$ cat src/rtl/timer_pkg.sv
// -----------------------------------------------------------------------------
// timer_pkg
//   Shared definitions for the timer_array block: channel mode encoding,
//   per-channel register offsets, CTRL field layout, and a couple of helpers
//   for packing the CTRL register and sizing the channel index.
// -----------------------------------------------------------------------------
package timer_pkg;

    // Channel operating modes. Encoding 3 is not named: it behaves as ONESHOT.
    typedef enum logic [1:0] {
        ONESHOT = 2'd0,
        RELOAD  = 2'd1,
        SQUARE  = 2'd2
    } mode_e;

    // Register offsets within a channel (low two address bits).
    localparam logic [1:0] REG_LOAD   = 2'd0;
    localparam logic [1:0] REG_CTRL   = 2'd1;
    localparam logic [1:0] REG_COUNT  = 2'd2;
    localparam logic [1:0] REG_STATUS = 2'd3;

    // CTRL field positions and widths.
    localparam int CTRL_EN      = 0;
    localparam int CTRL_MODE_LO = 1;
    localparam int CTRL_MODE_W  = 2;
    localparam int CTRL_IE      = 3;
    localparam int CTRL_PSC_LO  = 8;
    localparam int CTRL_PSC_W   = 8;

    // STATUS field positions.
    localparam int STATUS_DONE  = 0;

    // Stored CTRL contents; only the implemented fields are kept.
    typedef struct packed {
        logic [CTRL_PSC_W-1:0] psc;
        logic                  ie;
        mode_e                 mode;
        logic                  en;
    } ctrl_t;

    // CTRL as seen on the bus: unimplemented bits [7:4] read as zero.
    function automatic logic [15:0] ctrl_word(input ctrl_t c);
        return {c.psc, 4'b0000, c.ie, c.mode, c.en};
    endfunction

    // Width of the channel index field; at least one bit even for one channel.
    function automatic int ch_bits(input int n);
        return (n > 1) ? $clog2(n) : 1;
    endfunction

endpackage

$ cat src/rtl/timer_array_if.sv
// -----------------------------------------------------------------------------
// timer_array_if
//   MIO-side register bus for timer_array.
//     we    : write strobe, sampled at rising clk
//     addr  : {channel, reg[1:0]}
//     wdata : write data
//     rdata : combinational read data for addr
//   master drives the strobe/address/data, slave returns rdata.
// -----------------------------------------------------------------------------
interface timer_array_if #(
    parameter int ADDR_W = 4,
    parameter int CNT_W  = 32
);
    logic              we;
    logic [ADDR_W-1:0] addr;
    logic [CNT_W-1:0]  wdata;
    logic [CNT_W-1:0]  rdata;

    modport master (output we, addr, wdata, input  rdata);
    modport slave  (input  we, addr, wdata, output rdata);
endinterface

$ cat src/rtl/timer_channel.sv
// -----------------------------------------------------------------------------
// timer_channel
//   One timer channel: LOAD/CTRL/COUNT/STATUS registers, prescaler, down
//   counter and output waveform logic.
//   Ports:
//     clk, rst   : clock, synchronous active-high reset
//     we_i       : write strobe already qualified for this channel
//     reg_i      : register offset within the channel
//     wdata_i    : write data
//     rdata_o    : combinational read data for reg_i
//     ch_out_o   : channel output waveform
//     irq_o      : done & IE
// -----------------------------------------------------------------------------
module timer_channel
    import timer_pkg::*;
#(
    parameter int CNT_W = 32
) (
    input  logic             clk,
    input  logic             rst,
    input  logic             we_i,
    input  logic [1:0]       reg_i,
    input  logic [CNT_W-1:0] wdata_i,
    output logic [CNT_W-1:0] rdata_o,
    output logic             ch_out_o,
    output logic             irq_o
);

    logic [CNT_W-1:0]      load_q,  load_d;
    ctrl_t                 ctrl_q,  ctrl_d;
    logic [CNT_W-1:0]      count_q, count_d;
    logic [CTRL_PSC_W-1:0] pre_q,   pre_d;
    logic                  done_q,  done_d;
    // Output is the OR of a held level (one-shot / square) and a one-clock
    // pulse (auto-reload), so the pulse drops by itself without disturbing
    // the level.
    logic                  level_q, level_d;
    logic                  pulse_q, pulse_d;

    logic load_we;
    logic ctrl_we;
    logic status_we;
    logic tick;
    logic terminal;

    assign load_we   = we_i && (reg_i == REG_LOAD);
    assign ctrl_we   = we_i && (reg_i == REG_CTRL);
    assign status_we = we_i && (reg_i == REG_STATUS);

    // A CTRL write in the same cycle takes precedence over counting, so the
    // tick is suppressed: a restart starts cleanly and a stop holds state.
    assign tick     = ctrl_q.en && (pre_q == ctrl_q.psc) && !ctrl_we;
    assign terminal = tick && (count_q == '0);

    // NOTE: every signal written here gets its default first; otherwise a
    // path that skips an assignment would infer a latch.
    always_comb begin
        load_d  = load_q;
        ctrl_d  = ctrl_q;
        count_d = count_q;
        pre_d   = pre_q;
        done_d  = done_q;
        level_d = level_q;
        pulse_d = 1'b0;

        // New LOAD only takes effect at the next reload or restart.
        if (load_we) begin
            load_d = wdata_i;
        end

        if (ctrl_we) begin
            ctrl_d.en   = wdata_i[CTRL_EN];
            ctrl_d.mode = mode_e'(wdata_i[CTRL_MODE_LO +: CTRL_MODE_W]);
            ctrl_d.ie   = wdata_i[CTRL_IE];
            ctrl_d.psc  = wdata_i[CTRL_PSC_LO +: CTRL_PSC_W];
            // Enabling write (re)starts the channel; disabling write freezes
            // COUNT and the output level.
            if (wdata_i[CTRL_EN]) begin
                count_d = load_q;
                pre_d   = '0;
                level_d = 1'b0;
            end
        end else if (ctrl_q.en) begin
            pre_d = tick ? '0 : pre_q + CTRL_PSC_W'(1);
            if (tick) begin
                if (count_q != '0) begin
                    count_d = count_q - CNT_W'(1);
                end else begin
                    unique case (ctrl_q.mode)
                        RELOAD: begin
                            count_d = load_q;
                            pulse_d = 1'b1;
                        end
                        SQUARE: begin
                            count_d = load_q;
                            level_d = ~level_q;
                        end
                        default: begin
                            // One-shot (and encoding 3): stop with output high.
                            ctrl_d.en = 1'b0;
                            level_d   = 1'b1;
                        end
                    endcase
                end
            end
        end

        // Clear first, then set: a terminal event in the same cycle wins.
        if (status_we && wdata_i[STATUS_DONE]) begin
            done_d = 1'b0;
        end
        if (terminal) begin
            done_d = 1'b1;
        end
    end

    // NOTE: sequential state uses non-blocking assignments so every register
    // samples the pre-edge values, independent of statement order.
    always_ff @(posedge clk) begin
        if (rst) begin
            load_q  <= '0;
            ctrl_q  <= '0;
            count_q <= '0;
            pre_q   <= '0;
            done_q  <= 1'b0;
            level_q <= 1'b0;
            pulse_q <= 1'b0;
        end else begin
            load_q  <= load_d;
            ctrl_q  <= ctrl_d;
            count_q <= count_d;
            pre_q   <= pre_d;
            done_q  <= done_d;
            level_q <= level_d;
            pulse_q <= pulse_d;
        end
    end

    always_comb begin
        rdata_o = '0;
        case (reg_i)
            REG_LOAD:   rdata_o = load_q;
            REG_CTRL:   rdata_o[15:0] = ctrl_word(ctrl_q);
            REG_COUNT:  rdata_o = count_q;
            default:    rdata_o[STATUS_DONE] = done_q;
        endcase
    end

    assign ch_out_o = level_q | pulse_q;
    assign irq_o    = done_q & ctrl_q.ie;

endmodule

$ cat src/rtl/timer_array.sv
// -----------------------------------------------------------------------------
// timer_array
//   Memory-mapped array of NUM_CH down-counter/timer channels on the MIO bus.
//   Holds the address decode, the read mux and the interrupt OR; each channel
//   lives in timer_channel.
//   Ports:
//     clk, rst : single clock, synchronous active-high reset
//     bus      : register bus (slave side), addr = {channel, reg[1:0]}
//     ch_out   : per-channel output waveform
//     irq      : OR over channels of (done & IE)
//   Channel indices at or above NUM_CH read as zero and ignore writes.
// -----------------------------------------------------------------------------
module timer_array
    import timer_pkg::*;
#(
    parameter int NUM_CH = 3,
    parameter int CNT_W  = 32
) (
    input  logic              clk,
    input  logic              rst,
    timer_array_if.slave      bus,
    output logic [NUM_CH-1:0] ch_out,
    output logic              irq
);

    localparam int CH_W   = ch_bits(NUM_CH);
    localparam int ADDR_W = CH_W + 2;

    logic [CH_W-1:0]  ch_sel;
    logic [1:0]       reg_sel;
    logic [CNT_W-1:0] ch_rdata [NUM_CH];
    logic [NUM_CH-1:0] ch_irq;

    assign ch_sel  = bus.addr[ADDR_W-1:2];
    assign reg_sel = bus.addr[1:0];

    // Only an exact index match strobes a channel, so writes to
    // unpopulated indices fall through untouched.
    for (genvar i = 0; i < NUM_CH; i++) begin : g_ch
        timer_channel #(
            .CNT_W (CNT_W)
        ) u_ch (
            .clk      (clk),
            .rst      (rst),
            .we_i     (bus.we && (ch_sel == CH_W'(i))),
            .reg_i    (reg_sel),
            .wdata_i  (bus.wdata),
            .rdata_o  (ch_rdata[i]),
            .ch_out_o (ch_out[i]),
            .irq_o    (ch_irq[i])
        );
    end

    always_comb begin
        bus.rdata = '0;
        for (int i = 0; i < NUM_CH; i++) begin
            if (ch_sel == CH_W'(i)) begin
                bus.rdata = ch_rdata[i];
            end
        end
    end

    assign irq = |ch_irq;

endmodule
$ cat src/flat_wrapper.sv
// flat-port wrapper written by rule: the top's interface ports become plain ports
module timer_array_flat import timer_pkg::*;
#(
    parameter int NUM_CH = 3,
    parameter int CNT_W  = 32
)
  (clk, rst, ch_out, irq, bus_we, bus_addr, bus_wdata, bus_rdata);
  timer_array_if #(.CNT_W(CNT_W)) bus_i ();
  input  logic clk;
  input  logic rst;
  output logic [NUM_CH-1:0] ch_out;
  output logic irq;
  input wire logic [$bits(bus_i.we)-1:0] bus_we;
  input wire logic [$bits(bus_i.addr)-1:0] bus_addr;
  input wire logic [$bits(bus_i.wdata)-1:0] bus_wdata;
  output wire logic [$bits(bus_i.rdata)-1:0] bus_rdata;
  assign bus_i.we = bus_we;
  assign bus_i.addr = bus_addr;
  assign bus_i.wdata = bus_wdata;
  assign bus_rdata = bus_i.rdata;
  timer_array #(.NUM_CH(NUM_CH), .CNT_W(CNT_W)) u_core (.clk(clk), .rst(rst), .bus(bus_i), .ch_out(ch_out), .irq(irq));
endmodule
$ cat config.mk
export PLATFORM = sky130hd
export DESIGN_NAME = timer_array_flat
export DESIGN_NICKNAME = d
export VERILOG_FILES = /design/src/rtl/timer_pkg.sv /design/src/rtl/timer_array_if.sv /design/src/rtl/timer_channel.sv /design/src/rtl/timer_array.sv /design/src/flat_wrapper.sv
export SDC_FILE = /design/constraint.sdc
export NUM_CORES = 1
export LEC_CHECK = 0
export ABC_AREA = 1
export CORE_MARGIN = 1.5
export CORE_UTILIZATION = 25
export DETAILED_ROUTE_END_ITERATION = 10
export PLACE_DENSITY_LB_ADDON = 0.12
export SLEW_MARGIN = 20
export SYNTH_ARGS = -nofsm -noshare
export SYNTH_HDL_FRONTEND = slang
export SYNTH_HIERARCHICAL = 1
export SYNTH_SLANG_ARGS = --single-unit
$ cat constraint.sdc
create_clock -name clk -period 2 [get_ports clk]
set_clock_uncertainty 0.1 [all_clocks]
set_input_delay 0.3 -clock clk [delete_from_list [all_inputs] [get_ports clk]]
set_output_delay 0.3 -clock clk [all_outputs]
set_load 0.005 [all_outputs]
Yosys cells after proc, flatten, opt, wreduce, memory -nomap -nowiden --
Cells that the tools add are included.
Word-level totals: memory bits (read-only) 0, register bits 261, bits in writable memories 0, bits in latches 0, word-level logic and storage cells 217, input bits 39, memories kept 0
Operators by class: shifts and indexed selects 0, bitwise operators 15, reductions and logical operators 63, div/mod/pow operators 0, eq/ne operators 23, add/sub/neg operators 6, $mul 0, order comparisons 0, multiplexer cells 80
Operator list (number):
- $mux W32 | 21
- $pmux W15 S3 | 3
- $logic_not A32 Y1 | 3
- $pmux W16 S2 | 3
- $reduce_bool A32 Y1 | 3
- $sub A32 B1 Y32 const B | 3
- $mux W8 | 10
- $mux W1 | 37
- $add A8 B1 Y8 const B | 3
- $eq A8 B8 Y1 | 3
- $logic_and A1 B1 Y1 | 24
- $ne A2 B2 Y1 const B | 9
- $reduce_bool A2 Y1 | 9
- $reduce_and A5 Y1 | 3
- $reduce_or A5 Y1 | 3
- $eq A2 B2 Y1 const B | 6
- $reduce_and A4 Y1 | 3
- $eq A2 B1 Y1 const B | 5
- $not A1 Y1 | 9
- $pmux W1 S3 | 3
- $reduce_bool A3 Y1 | 3
- $pmux W1 S2 | 3
- $reduce_and A2 Y1 | 3
- $reduce_or A2 Y1 | 3
- other kinds (5) | 12

Logic depth before layout (Yosys ltp) --
Gate-level depths: netlist (run 1).
depth in word-level cells 8, depth in mapped cells 14, gate-level depth less buffers 13

Cells and area by module --
The synthesis (run 1) kept the hierarchy.
Modules (own cells, without submodules):
- timer_channel at u_core.g_ch[0].u_ch ... | cells an instance 880, area an instance 5275.1 µm², times used 2
- timer_channel at u_core.g_ch[2].u_ch | cells an instance 881, area an instance 5273.8 µm², times used 1
- timer_array | cells an instance 155, area an instance 823.3 µm², times used 1

Least setup slack after synthesis (run 1) --
No wires, ideal clock.
path type input-to-reg, start in bus_addr[3], end reg u_core.g_ch[0].u_ch.count_q[10], setup time 0.113 ns, data required time 1.787 ns, stages 12, path slack -0.097 ns, path buffers 3, arrival time 1.884 ns, path through buf_6 > buf_4 > nor3_1 > nand3_1 > or2_2 > nand2_1 > nand2_4 > nand2_4 > buf_4 > nand2_1 > nand2_1 > nor2_1
On the way: longest elaborated chain between the ends 7
RTL lines:
- from (decl) | RTL line flat_wrapper.sv:14 | input wire logic [$bits(bus_i.addr)-1:0] bus_addr;
- $logic_not A2 Y1 * | RTL line timer_array.sv:45 | .we_i (bus.we && (ch_sel == CH_W'(i))),
- $logic_and A1 B1 Y1 * | RTL line timer_array.sv:45
- $logic_and A1 B1 Y1 * | RTL line timer_channel.sv:47 | assign ctrl_we = we_i && (reg_i == REG_CTRL);
- $logic_not A1 Y1 | RTL line timer_channel.sv:52 | assign tick = ctrl_q.en && (pre_q == ctrl_q.psc) && !ctrl_we;
- $logic_and A1 B1 Y1 | RTL line timer_channel.sv:52
- $reduce_bool A2 Y1 (no line)
- $reduce_and A4 Y1 (no line)
- to (signal assigned) | RTL line timer_channel.sv:131 | count_q <= count_d;
- to (decl) | RTL line timer_channel.sv:31 | logic [CNT_W-1:0] count_q, count_d;
Every way passes the cells marked *; elsewhere a longest branch is shown, timed or not. A chain may end at the register's enable or synchronous reset.

==> out/metrics.cfg, run 1 <==
[run_status]
status=finished with violations
violations=setup timing

[sta]
fin_ws_ps=-28.4
fin_crit_ps=2030
rsz0062_at_grt=true
final-hold-violation-count=0
period_share_pct=101
tightest_slew_ps=517
drv_slew=0
setup_violations=1
relSlewSlack_pct=65.4
max_freq_mhz=493

[global_routing]
grt_pass1_wl_um=126000
grt_usage_pct=25.0
overflow=0
antenna_found_initial=1
grt_pass1_vias=19200
grt_max_degree=54

[finish]
layout-drive-gt1-share_pct=32.1
layout_commonest_cell=nand2_1
area_growth_pct=51.7
fin_cells=4135
n_antenna_cell=0
final_util_pct=38.3
design_area_um2=25300
nNetsFinal=3303
nFillCells=7091
final_cell_mix=744 x nand2_1, 424 x nor2_1, 369 x buf_4

[route]
dr.pass1.iters=6
wire_per_inst_um=21.2
vias=20400
ant_nets=0
drt_wl_total_um=87700
drtIter0Drc=1778
post_drt_via_cell_ratio=4.93
drc=0

[yosys]
yosysSeqAreaShare_pct=31.4
syn_area_per_cell_um2=5.95
synth_edf_count=0
synth_area_leaders=dfxtp_1 31%, nand2_1 18%, nor2_1 11%, inv_1 6.6%, o21ai_0 6.5%
ys_ff_latch=261
yosys_warnings=6
synth_top_area_share_pct=31.4
yosysTopAreaCell=dfxtp_1
synthCells=2796
ys_types=36
synth_area_um2=16600
syn_nets=2850
async_reset_ff_share_pct=0
synthFlopType=dfxtp_1

[cts]
cts_hold_buf=0
numCtsBuffers=38
cts.clk_slew.worst_paths_ps=50
cts_tree=done
cts_root_buf=clkbuf_16
insertion_delay_ps=560
htree_levels=2
ctsLongestPathBuffers=3
clock-sinks=261

[worst_setup_path]
worstSetupPathType=reg2out
reg2reg_slack_ps=10
start_kind=register
crit_fanout=3
worst_ep_arrival_time_ps=1630
r2r-end=u_core/g_ch[2].u_ch/count_q[22]
endpoint_kind=output pin
reg2reg_depth=12
r2r-start=u_core/g_ch[2].u_ch/count_q[11]
crit_required_ps=1600

[worst_hold_path]
hold_depth=6
hp-start=bus_addr[1]
hp-class=in2reg
holdPathEnd=u_core/g_ch[1].u_ch/done_q

[placed_design]
gp_congestion=0.955
placedCellCount=4004
io_buffers=74
placed_cell_area_um2=21300
dpl.hpwl_um=66900

[floorplan]
fp.coreArea_um2=65900
die_w_um=261
die_area_um2=68100
die_h_um=261
num_rows=94
initial_core_util_pct=25.3
ioPinCount=75

[flow_run]
maxCapViolCount=0

[pwr]
ir_drop_v=0.000462
leakage_nw=12.0
powerDensity_nw_per_um2=935

-- flip-flops by register name, summed over array words and instances, names as in the netlist --
| name | flops |
|---|---|
| u_core/g_ch.u_ch/count_q | 96 |
| u_core/g_ch.u_ch/ctrl_q | 36 |
| u_core/g_ch.u_ch/done_q | 3 |
| u_core/g_ch.u_ch/level_q | 3 |
| u_core/g_ch.u_ch/load_q | 96 |
| u_core/g_ch.u_ch/pre_q | 24 |
| u_core/g_ch.u_ch/pulse_q | 3 |
-- logic make-up after synthesis --
kind of cell,synth area share (%)
compound gates,14.8
xor+xnor,1.42
fa+ha+maj,1.13
buf+inv,11.1
flops,31.4
simple gates,40.1
-- routing by layer --
| metal | track usage (%) | part of all wire (%) |
|---|---|---|
| met5 | 0 | 0 |
| met4 | 8.80 | 4.0 |
| met3 | 3.59 | 6.3 |
| met2 | 39.4 | 44 |
| met1 | 34.7 | 46 |
-- timing repair --
item / CTS / global route
cloned: 13 / 9
gates resized for setup: 501 / 286
buffers inserted: 30 / 19
pin swaps: 99 / 83
endpoints found under the setup margin: 159 / 159
-- metrics by stage --
| step | total power, mW | hold WS (ps) | setup WS (ps) | setup TNS, ps |
|---|---|---|---|---|
| floorplan | 11.1 | 269 | -22.4 | -448 |
| CTS | 23.1 | 371 | -49.7 | -125 |
| global route | 24.9 | 337 | -99.6 | -1010 |
| finish | 23.6 | 327 | -28.4 | -28.4 |
| global placement | 15.3 | 371 | -1270 | -134900 |
| detailed placement | 15.3 | 375 | -1270 | -137340 |
-- report_power, final --
part	internal (mW)	total [mW]	switching (mW)
sequential	5.40	5.62	0.212
combinational	4.70	11.5	6.79
clock	3.89	6.51	2.62
total	14.0	23.6	9.62
-- layout make-up --
cell class | count | area (um^2) | share of cell area [%]
Multi-Input combinational cell | 2108 | 11200 | 44.4
Sequential cell | 261 | 5400 | 21.4
Timing Repair Buffer | 541 | 5210 | 20.6
Inverter | 299 | 1190 | 4.71
Clock buffer | 54 | 1090 | 4.33
Tap cell | 864 | 1080 | 4.28
Clock inverter | 8 | 68.8 | 0.273
-- synth_stat cells (all sizes together), types with 6 or more instances --
library cell and count:
nand2 803, nor2 505, inv 296, dfxtp 261, o21ai 222, nand3 215, a21oi 144, buf 67
clkbuf 61, nor3 41, nand4 39, o22ai 39, o221ai 33, xor2 18, ha 15, xnor2 9
or2 6
-- how the worst max path moves through the flow --
stage,start,endpoint,slack (ps)
finish,u_core/g_ch[1].u_ch/count_q[18],bus_rdata[18],-30
global route,u_core/g_ch[1].u_ch/count_q[18],bus_rdata[18],-100
CTS,u_core/g_ch[1].u_ch/count_q[18],bus_rdata[18],-50
detailed placement,bus_addr[1],bus_rdata[29],-1270
global placement,bus_addr[1],bus_rdata[29],-1270
floorplan,bus_addr[3],u_core/g_ch[0].u_ch/count_q[10],-20
-- critical path: stages, from the launching register on --
cell        delay (ps)
dfxtp_2            360
buf_6              110
clkinvlp_4         150
o22ai_2            150
nand3_2            100
nand3_2             90
buf_2              110
No activity file was read; power rests on OpenSTA's default activity.
==> run 2, diff against run 1 <==
--- a/config.mk
+++ b/config.mk
@@ -7,7 +7,7 @@
 export LEC_CHECK = 0
 export ABC_AREA = 1
 export CORE_MARGIN = 1.5
-export CORE_UTILIZATION = 25
+export CORE_UTILIZATION = 38
 export DETAILED_ROUTE_END_ITERATION = 10
 export PLACE_DENSITY_LB_ADDON = 0.12
 export SLEW_MARGIN = 20
==> run 2 against run 1 <==
  * The flow still finishes with violations (setup timing)
  * Fmax down 5.0%
  * Core utilization increased by 17 points
  * Critical path type is now in2out
  * Global-route usage rose by 7.7 points
  * Hold slack got worse by 38 ps
  * Total power shrank 3.8%
  * Via count increased by 0.44%
  * Non-clock buffer count down 83
  * First-iteration DRC count is 18% higher
  * Count of clock-buffer cells in the layout fell by 1
  * Sequential power barely moved
==> out/metrics.cfg, run 2 (synthesis results as in run 1) <==
[finish]
area_growth_pct=43.8
final_util_pct=55.4
layout_commonest_cell=nand2_1
fin_cells=3775
n_antenna_cell=0
nNetsFinal=3219
final_cell_mix=732 x nand2_1, 426 x nor2_1, 292 x buf_4
layout-drive-gt1-share_pct=28.2
largestRegisters=u_core/g_ch.u_ch/count_q: 96 flops, u_core/g_ch.u_ch/load_q: 96 flops, u_core/g_ch.u_ch/ctrl_q: 36 flops

[cts]
ctsLongestPathBuffers=3
numCtsBuffers=34
cts.clk_slew.worst_paths_ps=60
htree_levels=2
cts_tree=done
cts_root_buf=clkbuf_16
clock-sinks=261
insertion_delay_ps=550
cts_hold_buf=0

[placed_design]
gp_congestion=1.02
place_ws_ps=-929
io_buffers=74
dpl.hpwl_um=56300
placedCellCount=3646

[worst_hold_path]
hp-class=in2reg
holdPathEnd=u_core/g_ch[2].u_ch/done_q
hold_depth=6
hp-start=bus_addr[1]

[floorplan]
die_h_um=212
die_w_um=212
num_rows=76
fp.coreArea_um2=43200
initial_core_util_pct=38.6
ioPinCount=75
die_area_um2=45100

[pwr]
powerDensity_nw_per_um2=950
cell_internal_pwr_mw=13.5
leakage_nw=11.5
p_total_mw=22.7
swShare_pct=40.6
ir_drop_v=0.000783
clkPwrFrac_pct=27.2
p_sw_mw=9.23
combPwrFrac_pct=48.1
seqPwrFrac_pct=24.7

[global_routing]
grt_pass1_vias=18800
antenna_found_initial=4
grt_usage_pct=32.7
overflow=0
grt_max_degree=49
grt_pass1_wl_um=112000

[run_status]
violations=setup timing
status=finished with violations

[route]
drc=0
vias=20500
ant_nets=0
wire_per_inst_um=20.2
dr.pass1.iters=8
drt_wl_total_um=76300
post_drt_via_cell_ratio=5.43
drtIter0Drc=2106

[worst_setup_path]
r2r-start=u_core/g_ch[1].u_ch/count_q[9]
start_kind=input pin
worstSetupPathType=in2out
worst_ep_arrival_time_ps=1740
reg2reg_slack_ps=0
crit_fanout=6
r2r-end=u_core/g_ch[1].u_ch/count_q[16]
endpoint_kind=output pin
crit_required_ps=1600
reg2reg_depth=13

[sta]
tightest_slew_ps=604
fin_crit_ps=2140
max_freq_mhz=468
final-hold-violation-count=0
relSlewSlack_pct=59.6
setup_violations=37
period_share_pct=107
drv_slew=0
rsz0062_at_grt=true
fin_ws_ps=-136
final.setup.tns_ps=-1180

[flow_run]
maxCapViolCount=0

[run 2: worst max-delay path by stage]
stage	from	to	slack [ps]	cells after the start
2_1_floorplan	bus_addr[3]	u_core/g_ch[0].u_ch/count_q[10]	-20	12
3_3_place_gp	bus_addr[1]	bus_rdata[26]	-920	10
3_5_place_dp	bus_addr[1]	bus_rdata[21]	-930	10
4_1_cts	u_core/g_ch[0].u_ch/count_q[20]	bus_rdata[20]	-390	6
5_1_grt	bus_addr[0]	bus_rdata[22]	-140	12
6_report	bus_addr[0]	bus_rdata[22]	-140	12
[run 2: metal layers]
metal  part of all wire, %  wire length [um]  GRT usage [%]
met3                   8.1              6210           3.90
met1                    42             32300           44.2
met4                   4.4              3330           14.0
met5                     0                 0              0
met2                    45             34400           52.6
[run 2: timing repair]
action | 4_1_cts | 5_1_grt
resized for setup | 419 | 264
gates cloned | 13 | 12
pin swaps | 68 | 87
setup endpoints to repair | 158 | 134
setup buffers | 33 | 22
[run 2: power by group through the flow]
stage | combinational [mW] | clock [mW] | sequential, mW
2_1_floorplan | 5.51 | 0 | 5.63
3_3_place_gp | 8.85 | 0 | 5.67
3_5_place_dp | 8.90 | 0 | 5.67
4_1_cts | 9.67 | 6.31 | 5.57
5_1_grt | 11.9 | 6.51 | 5.62
6_report | 10.9 | 6.19 | 5.61
[run 2: cell type report]
class | instances | area (um^2)
Tap cell | 585 | 732
Sequential cell | 261 | 5330
Fill cell | 4345 | 19200
Clock buffer | 53 | 1070
Multi-Input combinational cell | 2110 | 11000
Inverter | 299 | 1160
Timing Repair Buffer | 458 | 4540
Clock inverter | 8 | 52.6
Timing Repair inverter | 1 | 7.51
[run 2: critical path, stage by stage]
cell and delay, ps:
buf_8 110, buf_12 140, buf_12 120, nor2_4 130, inv_4 80, buf_16 140
buf_12 140, buf_6 110, o21ai_4 140, nand3_2 120, nand3_2 80, buf_2 110
[run 2: per-stage QoR]
step / hold slack (ps) / instance area (um^2)
after detailed placement: 369 / 20200
after CTS: 267 / 22800
after global routing: 307 / 23900
final: 289 / 23900
after floorplan: 269 / 16700
after global placement: 366 / 20200
==> run 3, diff against run 2 <==
--- a/config.mk
+++ b/config.mk
@@ -6,11 +6,12 @@
 export NUM_CORES = 1
 export LEC_CHECK = 0
 export ABC_AREA = 1
+export CAP_MARGIN = 0
 export CORE_MARGIN = 1.5
 export CORE_UTILIZATION = 38
 export DETAILED_ROUTE_END_ITERATION = 10
 export PLACE_DENSITY_LB_ADDON = 0.12
-export SLEW_MARGIN = 20
+export SLEW_MARGIN = 15
 export SYNTH_ARGS = -nofsm -noshare
 export SYNTH_HDL_FRONTEND = slang
 export SYNTH_HIERARCHICAL = 1
==> results of run 3 <==
No change in the layout: final DEF, timing and power equal those of run 2.
